[src/rtl/posit_pkg.sv]
// Shared posit constants, sequencer state encoding and special-value helpers.
package posit_pkg;

  localparam int          POSIT_W    = 32;
  localparam logic [31:0] POSIT_NAR  = 32'h8000_0000;
  localparam logic [31:0] POSIT_ZERO = 32'h0000_0000;

  typedef enum logic [1:0] {
    ST_IDLE,
    ST_ISSUE,
    ST_WAIT,
    ST_HOLD
  } seq_state_e;

  function automatic logic is_nar(input logic [POSIT_W-1:0] p);
    return p == POSIT_NAR;
  endfunction

  function automatic logic is_zero(input logic [POSIT_W-1:0] p);
    return p == POSIT_ZERO;
  endfunction

endpackage

[src/rtl/posit_sync_fifo.sv]
// Synchronous FIFO with occupancy count; full is registered so the producer sees a clean ready.
module posit_sync_fifo #(
  parameter  int WIDTH = 8,
  parameter  int DEPTH = 4,
  localparam int CNT_W = $clog2(DEPTH + 1),
  localparam int PTR_W = $clog2(DEPTH)
) (
  input  logic             clk,
  input  logic             rst_n,
  input  logic             push_i,
  input  logic             pop_i,
  input  logic [WIDTH-1:0] wdata_i,
  output logic [WIDTH-1:0] rdata_o,
  output logic             full_o,
  output logic             empty_o,
  output logic [CNT_W-1:0] count_o
);

  logic [WIDTH-1:0] mem_q [DEPTH];
  logic [PTR_W-1:0] wptr_q, rptr_q;
  logic [CNT_W-1:0] count_q, count_d;
  logic             full_q;

  always_comb begin
    count_d = count_q;
    if (push_i && !pop_i) count_d = count_q + CNT_W'(1);
    else if (!push_i && pop_i) count_d = count_q - CNT_W'(1);
  end

  always_ff @(posedge clk) begin
    if (!rst_n) begin
      wptr_q  <= '0;
      rptr_q  <= '0;
      count_q <= '0;
      full_q  <= 1'b0;
    end else begin
      if (push_i) wptr_q <= wptr_q + PTR_W'(1);
      if (pop_i)  rptr_q <= rptr_q + PTR_W'(1);
      count_q <= count_d;
      full_q  <= (count_d == CNT_W'(DEPTH));
    end
  end

  // Storage carries no reset; validity is tracked entirely by the pointers.
  always_ff @(posedge clk) begin
    if (push_i) mem_q[wptr_q] <= wdata_i;
  end

  assign rdata_o = mem_q[rptr_q];
  assign full_o  = full_q;
  assign empty_o = (count_q == '0);
  assign count_o = count_q;

endmodule

[src/rtl/posit_mul_sequencer.sv]
// Issue/collect sequencer for the posit multiplier core: FIFO-buffered operands, one op in flight,
// zero/NaR short-circuit, stale-done protection and timeout recovery.
module posit_mul_sequencer
  import posit_pkg::*;
#(
  parameter int DEPTH   = 4,
  parameter int TAG_W   = 4,
  parameter int TIMEOUT = 255
) (
  input  logic                         clk,
  input  logic                         rst_n,
  input  logic                         in_valid,
  output logic                         in_ready,
  input  logic [POSIT_W-1:0]           in_a,
  input  logic [POSIT_W-1:0]           in_b,
  input  logic [TAG_W-1:0]             in_tag,
  output logic                         mul_start,
  output logic [POSIT_W-1:0]           mul_a,
  output logic [POSIT_W-1:0]           mul_b,
  input  logic [POSIT_W-1:0]           mul_result,
  input  logic                         mul_done,
  input  logic                         mul_nar,
  input  logic                         mul_zero,
  output logic                         out_valid,
  input  logic                         out_ready,
  output logic [POSIT_W-1:0]           out_result,
  output logic [TAG_W-1:0]             out_tag,
  output logic                         out_nar,
  output logic                         out_zero,
  output logic                         out_timeout,
  output logic                         busy,
  output logic [$clog2(DEPTH+1)-1:0]   fifo_count
);

  localparam int FIFO_W = TAG_W + 2 * POSIT_W;
  localparam int TO_W   = $clog2(TIMEOUT + 1);

  seq_state_e          state_q, state_d;
  logic [POSIT_W-1:0]  a_q, a_d, b_q, b_d, res_q, res_d;
  logic [TAG_W-1:0]    tag_q, tag_d;
  logic                nar_q, nar_d, zero_q, zero_d, to_q, to_d;
  logic                arm_q, arm_d;
  logic [TO_W-1:0]     tmo_q, tmo_d;

  logic                push, pop, load_head, fifo_full, fifo_empty;
  logic [FIFO_W-1:0]   head;
  logic [POSIT_W-1:0]  head_a, head_b;
  logic [TAG_W-1:0]    head_tag;

  assign push = in_valid && !fifo_full;
  assign {head_tag, head_b, head_a} = head;

  posit_sync_fifo #(
    .WIDTH (FIFO_W),
    .DEPTH (DEPTH)
  ) u_fifo (
    .clk     (clk),
    .rst_n   (rst_n),
    .push_i  (push),
    .pop_i   (pop),
    .wdata_i ({in_tag, in_b, in_a}),
    .rdata_o (head),
    .full_o  (fifo_full),
    .empty_o (fifo_empty),
    .count_o (fifo_count)
  );

  always_comb begin
    state_d   = state_q;
    a_d       = a_q;
    b_d       = b_q;
    tag_d     = tag_q;
    res_d     = res_q;
    nar_d     = nar_q;
    zero_d    = zero_q;
    to_d      = to_q;
    arm_d     = arm_q;
    tmo_d     = tmo_q;
    load_head = 1'b0;
    pop       = 1'b0;

    unique case (state_q)
      ST_IDLE:  load_head = !fifo_empty;
      ST_ISSUE: begin
        arm_d   = 1'b0;
        tmo_d   = '0;
        state_d = ST_WAIT;
      end
      ST_WAIT: begin
        tmo_d = tmo_q + TO_W'(1);
        // Only a done that follows a low sample belongs to this operation.
        if (arm_q && mul_done) begin
          res_d   = mul_result;
          nar_d   = mul_nar;
          zero_d  = mul_zero && !mul_nar;
          to_d    = 1'b0;
          state_d = ST_HOLD;
        end else if (tmo_q == TO_W'(TIMEOUT)) begin
          res_d   = POSIT_NAR;
          nar_d   = 1'b1;
          zero_d  = 1'b0;
          to_d    = 1'b1;
          state_d = ST_HOLD;
        end else if (!mul_done) begin
          arm_d = 1'b1;
        end
      end
      ST_HOLD: begin
        if (out_ready) begin
          if (!fifo_empty) load_head = 1'b1;
          else             state_d   = ST_IDLE;
        end
      end
      default: state_d = ST_IDLE;
    endcase

    // Shared pop path for IDLE and back-to-back HOLD; NaR outranks zero.
    if (load_head) begin
      pop   = 1'b1;
      a_d   = head_a;
      b_d   = head_b;
      tag_d = head_tag;
      if (is_nar(head_a) || is_nar(head_b)) begin
        res_d   = POSIT_NAR;
        nar_d   = 1'b1;
        zero_d  = 1'b0;
        to_d    = 1'b0;
        state_d = ST_HOLD;
      end else if (is_zero(head_a) || is_zero(head_b)) begin
        res_d   = POSIT_ZERO;
        nar_d   = 1'b0;
        zero_d  = 1'b1;
        to_d    = 1'b0;
        state_d = ST_HOLD;
      end else begin
        state_d = ST_ISSUE;
      end
    end
  end

  always_ff @(posedge clk) begin
    if (!rst_n) begin
      state_q <= ST_IDLE;
      a_q     <= '0;
      b_q     <= '0;
      tag_q   <= '0;
      res_q   <= '0;
      nar_q   <= 1'b0;
      zero_q  <= 1'b0;
      to_q    <= 1'b0;
      arm_q   <= 1'b0;
      tmo_q   <= '0;
    end else begin
      state_q <= state_d;
      a_q     <= a_d;
      b_q     <= b_d;
      tag_q   <= tag_d;
      res_q   <= res_d;
      nar_q   <= nar_d;
      zero_q  <= zero_d;
      to_q    <= to_d;
      arm_q   <= arm_d;
      tmo_q   <= tmo_d;
    end
  end

  assign in_ready    = !fifo_full;
  assign mul_start   = (state_q == ST_ISSUE);
  assign mul_a       = a_q;
  assign mul_b       = b_q;
  assign out_valid   = (state_q == ST_HOLD);
  assign out_result  = res_q;
  assign out_tag     = tag_q;
  assign out_nar     = nar_q;
  assign out_zero    = zero_q;
  assign out_timeout = to_q;
  assign busy        = (state_q != ST_IDLE) || !fifo_empty;

endmodule

[config.mk]
export PLATFORM = sky130hd
export DESIGN_NAME = posit_mul_sequencer
export DESIGN_NICKNAME = d
export VERILOG_FILES = /design/src/rtl/posit_pkg.sv /design/src/rtl/posit_sync_fifo.sv /design/src/rtl/posit_mul_sequencer.sv
export SDC_FILE = /design/constraint.sdc
export NUM_CORES = 1
export LEC_CHECK = 0
export ABC_AREA = 1
export BUFFER_PORTS_ARGS = -buffer_cell sky130_fd_sc_hd__buf_2
export CAP_MARGIN = 10
export CORE_ASPECT_RATIO = 0.75
export CORE_MARGIN = 2
export CORE_UTILIZATION = 52
export DETAILED_ROUTE_END_ITERATION = 10
export PLACE_DENSITY = 0.77
export SYNTH_ARGS = -nofsm -noshare
export SYNTH_HDL_FRONTEND = slang
export SYNTH_HIERARCHICAL = 1
export SYNTH_SLANG_ARGS = --single-unit
[constraint.sdc]
create_clock -name clk -period 2.6 [get_ports clk]
set_input_delay 0.13 -clock clk [delete_from_list [all_inputs] [get_ports clk]]
set_output_delay 0.13 -clock clk [all_outputs]
set_load 0.05 [all_outputs]
## Yosys cells after proc, flatten, opt, wreduce, memory -nomap -nowiden

Memory sizes are Yosys's and may differ from the RTL's. A register that Yosys moved wholly into a read port is not among the register bits.
Cells that the tools add are included.

| word-level totals | value |
|---|---|
| register bits after elaboration | 122 |
| memories | 1 |
| RAM bits | 272 |
| logic and storage cells | 102 |

Memories:

| name | depth | bits a word | read ports | clocked after Yosys merged registers in | wr ports | RTL line | source |
|---|---|---|---|---|---|---|---|
| u_fifo.mem_q | 4 | 68 | 1 | 1 | 1 | posit_sync_fifo.sv:19 | `logic [WIDTH-1:0] mem_q [DEPTH];` |

| operators by class | value |
|---|---|
| muxes and demuxes | 47 |
| reductions and logical operators | 22 |
| $add $sub $neg | 5 |
| equality and inequality tests | 13 |

Operators with widths:

| kind | count |
|---|---|
| $mux W32 | 6 |
| $eq A32 B32 Y1 const B | 2 |
| $logic_not A32 Y1 | 2 |
| $mux W1 | 26 |
| $mux W2 | 9 |
| $pmux W8 S2 | 1 |
| $add A8 B1 Y8 const B | 1 |
| $eq A8 B8 Y1 const B | 1 |
| $reduce_and A4 Y1 | 2 |
| $mux W3 | 2 |
| $ne A2 B2 Y1 const B | 3 |
| $ne A3 B1 Y1 const B | 2 |
| $pmux W2 S3 | 1 |
| $logic_and A1 B1 Y1 | 5 |
| $logic_not A1 Y1 | 5 |
| $add A2 B1 Y2 const B | 2 |
| $eq A2 B2 Y1 const B | 2 |
| $ne A4 B4 Y1 const B | 1 |
| $pmux W1 S2 | 2 |
| $reduce_bool A2 Y1 | 2 |
| $reduce_bool A4 Y1 | 1 |
| $add A3 B1 Y3 const B | 1 |
| $eq A3 B3 Y1 const B | 1 |
| $logic_not A3 Y1 | 1 |
| 4 further kinds | 6 |

## Logic depth before layout (Yosys ltp)

Gate-level depths: netlist of run 1.

| depth | value |
|---|---|
| depth in word-level cells | 9 |
| gate-level depth with buffers | 17 |
| mapped depth without buffers | 14 |

## Modules after synthesis

The synthesis of run 1 kept the hierarchy.

Modules (own cells, without submodules):

| module | seq. area each (um^2) | area an instance (um^2) | cells each | instances |
|---|---|---|---|---|
| posit_sync_fifo | 8368.0 | 10578.9 | 728 | 1 |
| posit_mul_sequencer | 2282.2 | 4859.7 | 617 | 1 |

## Worst setup path after synthesis of run 1

No wires, ideal clock.

| timing path | value |
|---|---|
| path type | reg2reg |
| start point | reg u_fifo.full_q (netlist: u_fifo/full_o) |
| end point | mem u_fifo/mem_q[0][0] in the netlist's numbering, enable pin |
| period minus slack after synthesis | 2428 ps |
| data arrival time | 2006 ps |
| data required time | 2178 ps |
| stages on the path, launching flop included | 4 |
| buffers on the path | 0 |
| path slack | 172 ps |
| path through | dfxtp_1 nor2_1 nand2_1 inv_1 |

| between the ends | value |
|---|---|
| longest elaborated chain between the ends | 4 |

Ends and longest elaborated chain:

| what | RTL line | source |
|---|---|---|
| from (decl) | posit_sync_fifo.sv:22 | `logic full_q;` |
| from (signal assigned) | posit_sync_fifo.sv:40 | `full_q <= (count_d == CNT_W'(DEPTH));` |
| $logic_not A1 Y1 | posit_mul_sequencer.sv:50 | `assign push = in_valid && !fifo_full;` |
| $logic_and A1 B1 Y1 | posit_mul_sequencer.sv:50 |  |
| net push | posit_mul_sequencer.sv:45 | `logic push, pop, load_head, fifo_full, fifo_empty;` |
| $mux W1 | posit_sync_fifo.sv:46 | `if (push_i) mem_q[wptr_q] <= wdata_i;` |
| $mux W1 (implied by the code) | posit_sync_fifo.sv:46 |  |
| to (decl) | posit_sync_fifo.sv:19 |  |

The timed path passes the listed nets, and every way through them passes these cells.

==> metrics.cfg, run 1 <==
[placed_design]
placed_cell_area_um2=17000
post-dp-hpwl_um=22900
gp_congestion=0.793
io_buffer_count=216

[routing]
drt_first_iter_violations=908
via_count=11400
drc=0
vias_per_cell=5.45
ant_nets=0
drtPass1Iterations=5
wirelength_um=38500
detail_route.wl_per_cell_um=18.4

[yosys]
syn_inst=1345
synth_top_area_frac=0.529
synth_commonest_cells=edfxtp_1, nor2_1, o21ai_0
synth_edf_count=272
syn_nets=1464
ys.flop_type=edfxtp_1
yosysMostFrequentCell=edfxtp_1
synth_top_cell_by_area=edfxtp_1
avgSynthCellArea_um2=11.5
yosysUniqueCellTypes=40
ys_ff_latch=396
ys_warn_count=6
ys_seq_area_frac=0.690
netlist_area_um2=15400
synthTopCellsByArea=edfxtp_1, dfxtp_1, o21ai_0
async_flop_share=0

[sta]
setup_violations=0
tightest_slew_ns=0.500
whs_ns=0.0324
relSlewSlack=0.667
skew_ns=0.0175
rsz0062_at_grt=false
fmax_mhz=411
final_hold_viol_count=0
tns_ns=0
finalCriticalPeriod_ns=2.43
post-route-period-util=0.935
maxSlewViolCount=0

[power_and_ir_drop]
p_clk_frac=0.269
p_leak_nw=7.76
powerDensity_nw_per_um2=1060
p_sw_frac=0.382
power_frac_seq=0.399
p_int_w=0.0126
peakVddDrop_mv=0.987
p_comb_frac=0.332
p_sw_w=0.00782

[layout]
nNetsFinal=1785
drive_gt1_frac=0.243
fin_area_um2=19400
final_util=0.665
syn_to_final_growth_pct=25.4

[worst_setup_path]
arrival_ns=2.89
crit_required_ns=3.06
timing.rr.end=out_result[24]$_SDFF_PN0_
r2r_slack_ns=0.17
path_max_fanout=48
endpoint_kind=flop
crit_type=reg2reg
startpoint_type=flop
rr_worst_depth=14

[global_routing]
grt_pass1_vias=11300
grt_usage=0.244
grt_pass1_wl_um=59700
grt_max_degree=69
grt_overflow_total=0
antenna_found_initial=2

[hold_path]
hold_class=in2reg
min_path_cells=5
hold_end=out_result[31]$_SDFF_PN0_
min_from=mul_result[31]

[die]
boundaryPins=217
die_h_um=153
fp.dieW_um=203
row_count=54
start_util=0.530
dieArea_um2=31100
core_area_um2=29100

[outcome]
outcome=completed

[clock_network]
clock-root-buffer=clkbuf_16
cts_buffers=38
clk_pin_slew_ns=0.06
ctsHtreeMaxLevel=2
clockBufferDepth=3
clock_sinks=396
clk_latency_ns=0.54
cts_tree=yes

[run]
cap_violations=0

critical path, cell delays in order (launching register included):
cell and delay, ns:
dfxtp_4 0.40, buf_4 0.13, buf_12 0.20, o21ai_0 0.12, o22ai_1 0.24, nor2_1 0.07, and2_0 0.17, nand2_1 0.14
nor2_1 0.07, nand2_1 0.10, nand2_1 0.10, nand2_4 0.13, nand3_4 0.16, buf_12 0.19, nor2_2 0.09
metal layers:
layer / GRT usage / wire, um
met1: 0.320 / 16300
met2: 0.402 / 18200
met3: 0.0522 / 2940
met4: 0.0897 / 1080
met5: 0 / 0
power by group through the flow:
| stage | Combinational [W] | Sequential [W] | Clock, W |
|---|---|---|---|
| final | 0.00680 | 0.00817 | 0.00550 |
| after global routing | 0.00733 | 0.00825 | 0.00583 |
| after CTS | 0.00676 | 0.00816 | 0.00559 |
| after detailed placement | 0.00655 | 0.00830 | 0 |
| after global placement | 0.00643 | 0.00827 | 0 |
| after floorplan | 0.00287 | 0.0102 | 0 |
worst max-delay path by stage:
stage                                   startpoint                      endpoint  depth (start not counted)  slack (ns)
after CTS                                     flop     out_result[11]$_SDFF_PN0_                         13        0.06
after detailed placement                      flop     out_result[20]$_SDFF_PN0_                         15        0.03
final                                         flop     out_result[24]$_SDFF_PN0_                         14        0.17
after floorplan           u_fifo/full_o$_SDFF_PN0_  u_fifo/mem_q[0][0]$_DFFE_PP_                          3        0.17
after global routing                          flop     out_result[23]$_SDFF_PN0_                         15       0.009
after global placement                        flop     out_result[26]$_SDFF_PN0_                         13        0.11
registers in the layout, summed over array words and instances, names as in the netlist, 2 cells and up, named ones only:
signal,count
u_fifo/mem_q,272
out_result,32
u_fifo/wptr_q,2
u_fifo/rptr_q,2
tmo_q,8
u_fifo/count_o,3
mul_a,32
state_q,2
mul_b,32
out_tag,4
cell type report:
type	count	area, um2
clock inverter	18	173
multi-input combinational	793	4030
tap	392	490
timing repair buffer	357	2620
sequential	396	10700
inverter	80	315
antenna	2	5.00
fill	2154	9770
clock buffer	51	1060
cell families after synthesis:
family	Yosys count	synth area share
buffers and inverters	157	0.0511
AO/OA/AOI/OAI	376	0.133
AND/OR/NAND/NOR	402	0.115
flip-flops	396	0.690
adder cells (fa/ha/maj)	12	0.00973
XOR/XNOR	2	0.00113
through the flow:
step	cells	total power (W)	setup slack, ns
floorplan	1345	0.0131	0.172
global placement	1907	0.0147	0.111
detailed placement	1907	0.0149	0.0322
CTS	2080	0.0205	0.0622
global route	2088	0.0214	0.00874
finish	2089	0.0205	0.169
placed cells by master, fill, tap and decap left out, types with 3 or more instances in the layout:
master         instances
clkbuf_16             41
nor2_1               227
o22ai_1               67
edfxtp_1             272
clkbuf_8               4
ha_1                  12
nor2_2                38
nand2_1               75
buf_12                15
o21ai_1                9
buf_4                 23
inv_1                 65
inv_2                  9
nand3_1               14
a21oi_1               58
clkinv_2              10
clkbuf_1               8
o21ai_0              204
buf_2                215
nand2_2                4
bufinv_16              3
dlygate4sd3_1        100
inv_6                  3
dfxtp_1              122
nand2_4                4
clkinv_1               5
o211ai_1              31
or2_2                 31
timing repair:
action / in CTS / in global routing
pin swaps: 0 / 1
endpoints found under the hold margin: 304 / 0
gates cloned: 0 / 4
resized for setup: 0 / 12
buffers inserted: 4 / 3
hold buffers: 100 / 0
setup endpoints to repair: 22 / 26
(Power assumes the default switching activity.)
==> inputs of run 2 (changes only) <==
Settings changed: CORE_UTILIZATION 52 to 40, PLACE_DENSITY 0.77 to 0.62.
==> run 2 against run 1 <==
Compared with the run above:
- sequential share of layout area decreased by 0.56 points
- clock power up 4.7%
- clock skew increased by 0.0038 ns
- die area up 29%
- first-iteration DRC count fell by 17%
- setup slack got worse by 0.058 ns
- design area grew 1.0%
- global-route usage shrank 5.6 points
- flip-flop and latch count stayed put
- combinational power shrank 0.9%
- critical path type unchanged
==> metrics.cfg, run 2 (synthesized netlist as in run 1, its figures left out) <==
[layout]
drive_gt1_frac=0.243
layout_commonest_cell=edfxtp_1
syn_to_final_growth_pct=26.6
final_cell_mix=edfxtp_1, nor2_1, buf_2
regMostFlops=u_fifo/mem_q
largest_register_ffs=272
nNetsFinal=1781

[clock_network]
cts_tree=yes
cts_buffers=39
clk_latency_ns=0.55
ctsHtreeMaxLevel=2
clock-root-buffer=clkbuf_16
clk_pin_slew_ns=0.06
clock_sinks=396
clockBufferDepth=3

[worst_setup_path]
timing.critical_path.mode_cell=nand2_1
crit_type=reg2reg
crit_required_ns=3.03
crit_slowest_cell=dfxtp_4
arrival_ns=2.92
max_stage_delay_ns=0.40
path_max_fanout=78
startpoint_type=flop
endpoint_kind=flop
crit_chain=buf_4 -> buf_16 -> o21ai_0 -> o22ai_1 -> inv_1 -> nand2_1 -> nor2_2 -> nand2_1 -> nor2_1 -> nand2_1 -> nand2_1 -> nand2_4 -> nand3_4 -> buf_4 -> nor2_2

[die]
boundaryPins=217
start_util=0.405
die_h_um=174
row_count=62
dieArea_um2=40200
fp.dieW_um=231
core_area_um2=38200

[global_routing]
antenna_found_initial=4
use_met2=0.307
grt_usage=0.188
grt_use_met3=0.0338
top_usage_layer=met2
grt_pass1_vias=10800
met1_usage=0.258
grt_max_degree=79
grt_pass1_wl_um=59700
grt_overflow_total=0

[routing]
ant_nets=0
vias_per_cell=4.95
drt_first_iter_violations=755
drtPass1Iterations=5
drc=0
detail_route.wl_per_cell_um=17.3
via_count=10900
wirelength_um=38200

[outcome]
outcome=completed

[run]
cap_violations=0

[sta]
final_hold_viol_count=0
maxSlewViolCount=0
tns_ns=0
post-route-period-util=0.957
fmax_mhz=402
rsz0062_at_grt=false
relSlewSlack=0.649
setup_ws_ns=0.111
tightest_slew_ns=0.526
finalCriticalPeriod_ns=2.49
setup_violations=0
skew_ns=0.0213

[placed_design]
post-dp-hpwl_um=23800
io_buffer_count=216
gp_congestion=0.768
place_ws_ns=0.0618

[power_and_ir_drop]
powerDensity_nw_per_um2=1060
p_leak_nw=7.78
peakVddDrop_mv=0.888

[hold_path]
hold_class=in2reg

==> run 2: final cells by class <==
cell class	count	area, um2
fill	3419	18600
sequential	396	10700
multi-input combinational	792	4010
timing repair buffer	353	2590
clock buffer	58	1180
tap	512	641
inverter	80	315
clock inverter	14	146
antenna	3	7.51
==> run 2: metal layers <==
layer	wire length (um)	part of all wire
met2	17900	0.47
met4	877	0.023
met3	1840	0.048
met1	17600	0.46
met5	13	0.00034
==> run 2: path summary, 6_finish.rpt <==
path / start / end / slack [ns] / depth (start not counted)
worst min register to register: u_fifo/rptr_q[1]$_SDFFE_PN0P_ / flop / 0.43 / 1
worst min-delay path: rst_n / tmo_q[0]$_SDFFE_PN0P_ / 0.03 / 3
worst max-delay path: flop / out_result[20]$_SDFF_PN0_ / 0.11 / 15
worst max register to register: flop / out_result[20]$_SDFF_PN0_ / 0.11 / 15
==> run 2: power breakdown <==
| group | switching [W] | internal, W | total [W] |
|---|---|---|---|
| Sequential | 0.000432 | 0.00771 | 0.00814 |
| Combinational | 0.00498 | 0.00176 | 0.00674 |
| Clock | 0.00238 | 0.00339 | 0.00576 |
| Total | 0.00779 | 0.0129 | 0.0206 |
==> run 2: critical path: cells and delay by family, from the launching register on <==
family,cells,cell delay [ns]
buffers and inverters,4,0.66
and+or+nand+nor,9,0.95
DFF,1,0.40
AOI/OAI and AO/OA,2,0.32
==> run 2: repair_timing <==
action	4_1_cts	5_1_grt
setup endpoints to repair	0	31
hold endpoints to repair	305	0
gates resized for setup	0	9
hold buffers	101	0
buffers inserted	0	2
==> run 2: stage by stage <==
stage                     instances  cell area (um2)   util  hold WS [ns]  power (W)
after floorplan                1345            15400      -         0.229     0.0131
after global placement         2029            17100  0.449         0.344     0.0148
after detailed placement       2029            17100  0.449         0.348     0.0149
after CTS                      2202            19500  0.510       0.00428     0.0208
after global routing           2207            19500  0.512        0.0425     0.0217
final                          2208            19500  0.512        0.0283     0.0206
==> inputs of run 3 (changes only) <==
Settings changed: CORE_ASPECT_RATIO 0.75 to unset.
==> run 3 against run 2 <==
Compared with the run above:
- design area is 0.43% lower
- non-clock buffer count is 4 lower
- power is 0.60% lower
- setup slack better by 0.092 ns
- first-iteration DRC count is 2.3% higher
- global-route usage is 0.65 points lower
- combinational power is 1% lower
- routed wire length is 1.2% lower
- register-to-register slack better by 0.09 ns
- sequential power hardly changed
- flip-flop and latch count stayed put
- largest power group unchanged
- critical endpoint is now out_result[14]$_SDFF_PN0_
- clock power hardly changed
==> metrics.cfg, run 3 (synthesized netlist as in run 1, its figures left out) <==
[routing]
wirelength_um=37700
vias_per_cell=4.98
via_count=11000
detail_route.wl_per_cell_um=17.1
drc=0
drtPass1Iterations=5
drt_first_iter_violations=772
ant_nets=0

[layout]
fillers=3356
final_util=0.514
layout_commonest_cell=edfxtp_1
syn_to_final_growth_pct=26.1
regMostFlops=u_fifo/mem_q
nNetsFinal=1780
drive_gt1_frac=0.239
fin_area_um2=19500
largest_register_ffs=272
final_cell_mix=edfxtp_1, nor2_1, buf_2

[clock_network]
clk_latency_ns=0.54
clockBufferDepth=3
cts_tree=yes
cts_buffers=41
clk_pin_slew_ns=0.06
clock-root-buffer=clkbuf_16
ctsHtreeMaxLevel=2
clock_sinks=396

[worst_setup_path]
crit_required_ns=3.07
path_max_fanout=26
arrival_ns=2.87
endpoint_kind=flop
startpoint_type=flop
crit_type=reg2reg

[sta]
tns_ns=0
relSlewSlack=0.578
setup_ws_ns=0.203
post-route-period-util=0.922
maxSlewViolCount=0
final_hold_viol_count=0
setup_violations=0
skew_ns=0.0105
whs_ns=0.0559
tightest_slew_ns=0.632
fmax_mhz=417
finalCriticalPeriod_ns=2.40

[placed_design]
place_ws_ns=0.0505
post-dp-hpwl_um=22700
io_buffer_count=216
placed_cell_area_um2=17100
gp_congestion=0.805

[global_routing]
grt_pass1_vias=10800
antenna_found_initial=3
grt_overflow_total=0
grt_usage=0.182
grt_pass1_wl_um=58500
grt_max_degree=91

[run]
cap_violations=0

[power_and_ir_drop]
powerDensity_nw_per_um2=1050
peakVddDrop_mv=0.811
p_leak_nw=7.73

[die]
start_util=0.408
row_count=71
boundaryPins=217
fp.dieW_um=200
core_area_um2=37800
die_h_um=200
dieArea_um2=40200

[outcome]
outcome=completed

[hold_path]
hold_class=in2reg

run 3: changes by cell type in the layout (fill, tap and decap cells not counted), sizes merged:
cell and change:
buf -5, clkinv +4, clkbuf -3, dlygate4sd3 +2
bufinv +1, clkinvlp +1, diode -1, inv -1
nor2 +1
run 3: path summary, 6_finish.rpt:
| kind | start | endpoint | slack, ns | depth (start not counted) |
|---|---|---|---|---|
| hold reg to reg | u_fifo/rptr_q[1]$_SDFFE_PN0P_ | flop | 0.44 | 1 |
| setup / recovery | flop | out_result[14]$_SDFF_PN0_ | 0.20 | 14 |
| setup reg to reg | flop | out_result[14]$_SDFF_PN0_ | 0.20 | 14 |
| hold / removal | mul_nar | out_zero$_SDFF_PN0_ | 0.06 | 5 |
run 3: what timing repair did:
action	4_1_cts	5_1_grt
endpoints found under the setup margin	0	29
hold buffers	103	0
hold endpoints to repair	323	0
buffers inserted	0	3
resized for setup	0	4
run 3: per-layer routing:
layer | GRT usage | part of all wire
met4 | 0.0529 | 0.020
met2 | 0.308 | 0.48
met3 | 0.0386 | 0.064
met1 | 0.235 | 0.44
met5 | 0 | 0
run 3: power breakdown:
part,total (W),switching [W],internal (W)
Clock,0.00575,0.00236,0.00339
Sequential,0.00812,0.000402,0.00771
Combinational,0.00665,0.00496,0.00170
Total,0.0205,0.00772,0.0128
run 3: worst max-delay path: stages (launching register included):
cell and delay [ns]:
dfxtp_4 0.37, inv_6 0.16, buf_4 0.31, o21ai_0 0.11, o22ai_1 0.23, nor2_1 0.06, and2_0 0.16, nand2_1 0.12
nor2_2 0.06, nand2_1 0.10, nand2_2 0.09, nand2_4 0.11, nand3_4 0.15, buf_12 0.20, nor2_2 0.08
run 3: final cells by class:
type                    count  area [um2]  share of cell area
clock buffers              56        1140              0.0588
flip-flops and latches    396       10700               0.547
diodes                      2        5.00            0.000257
repair buffers            349        2520               0.129
clock inverters            19         178             0.00913
inverters                  80         313              0.0161
multi-input cells         793        4010               0.206
well taps                 511         639              0.0328
run 3: metrics by stage:
step           power (W)  instances
4_1_cts           0.0207       2200
5_1_grt           0.0216       2204
3_5_place_dp      0.0148       2022
2_1_floorplan     0.0131       1345
6_report          0.0205       2206
3_3_place_gp      0.0147       2022
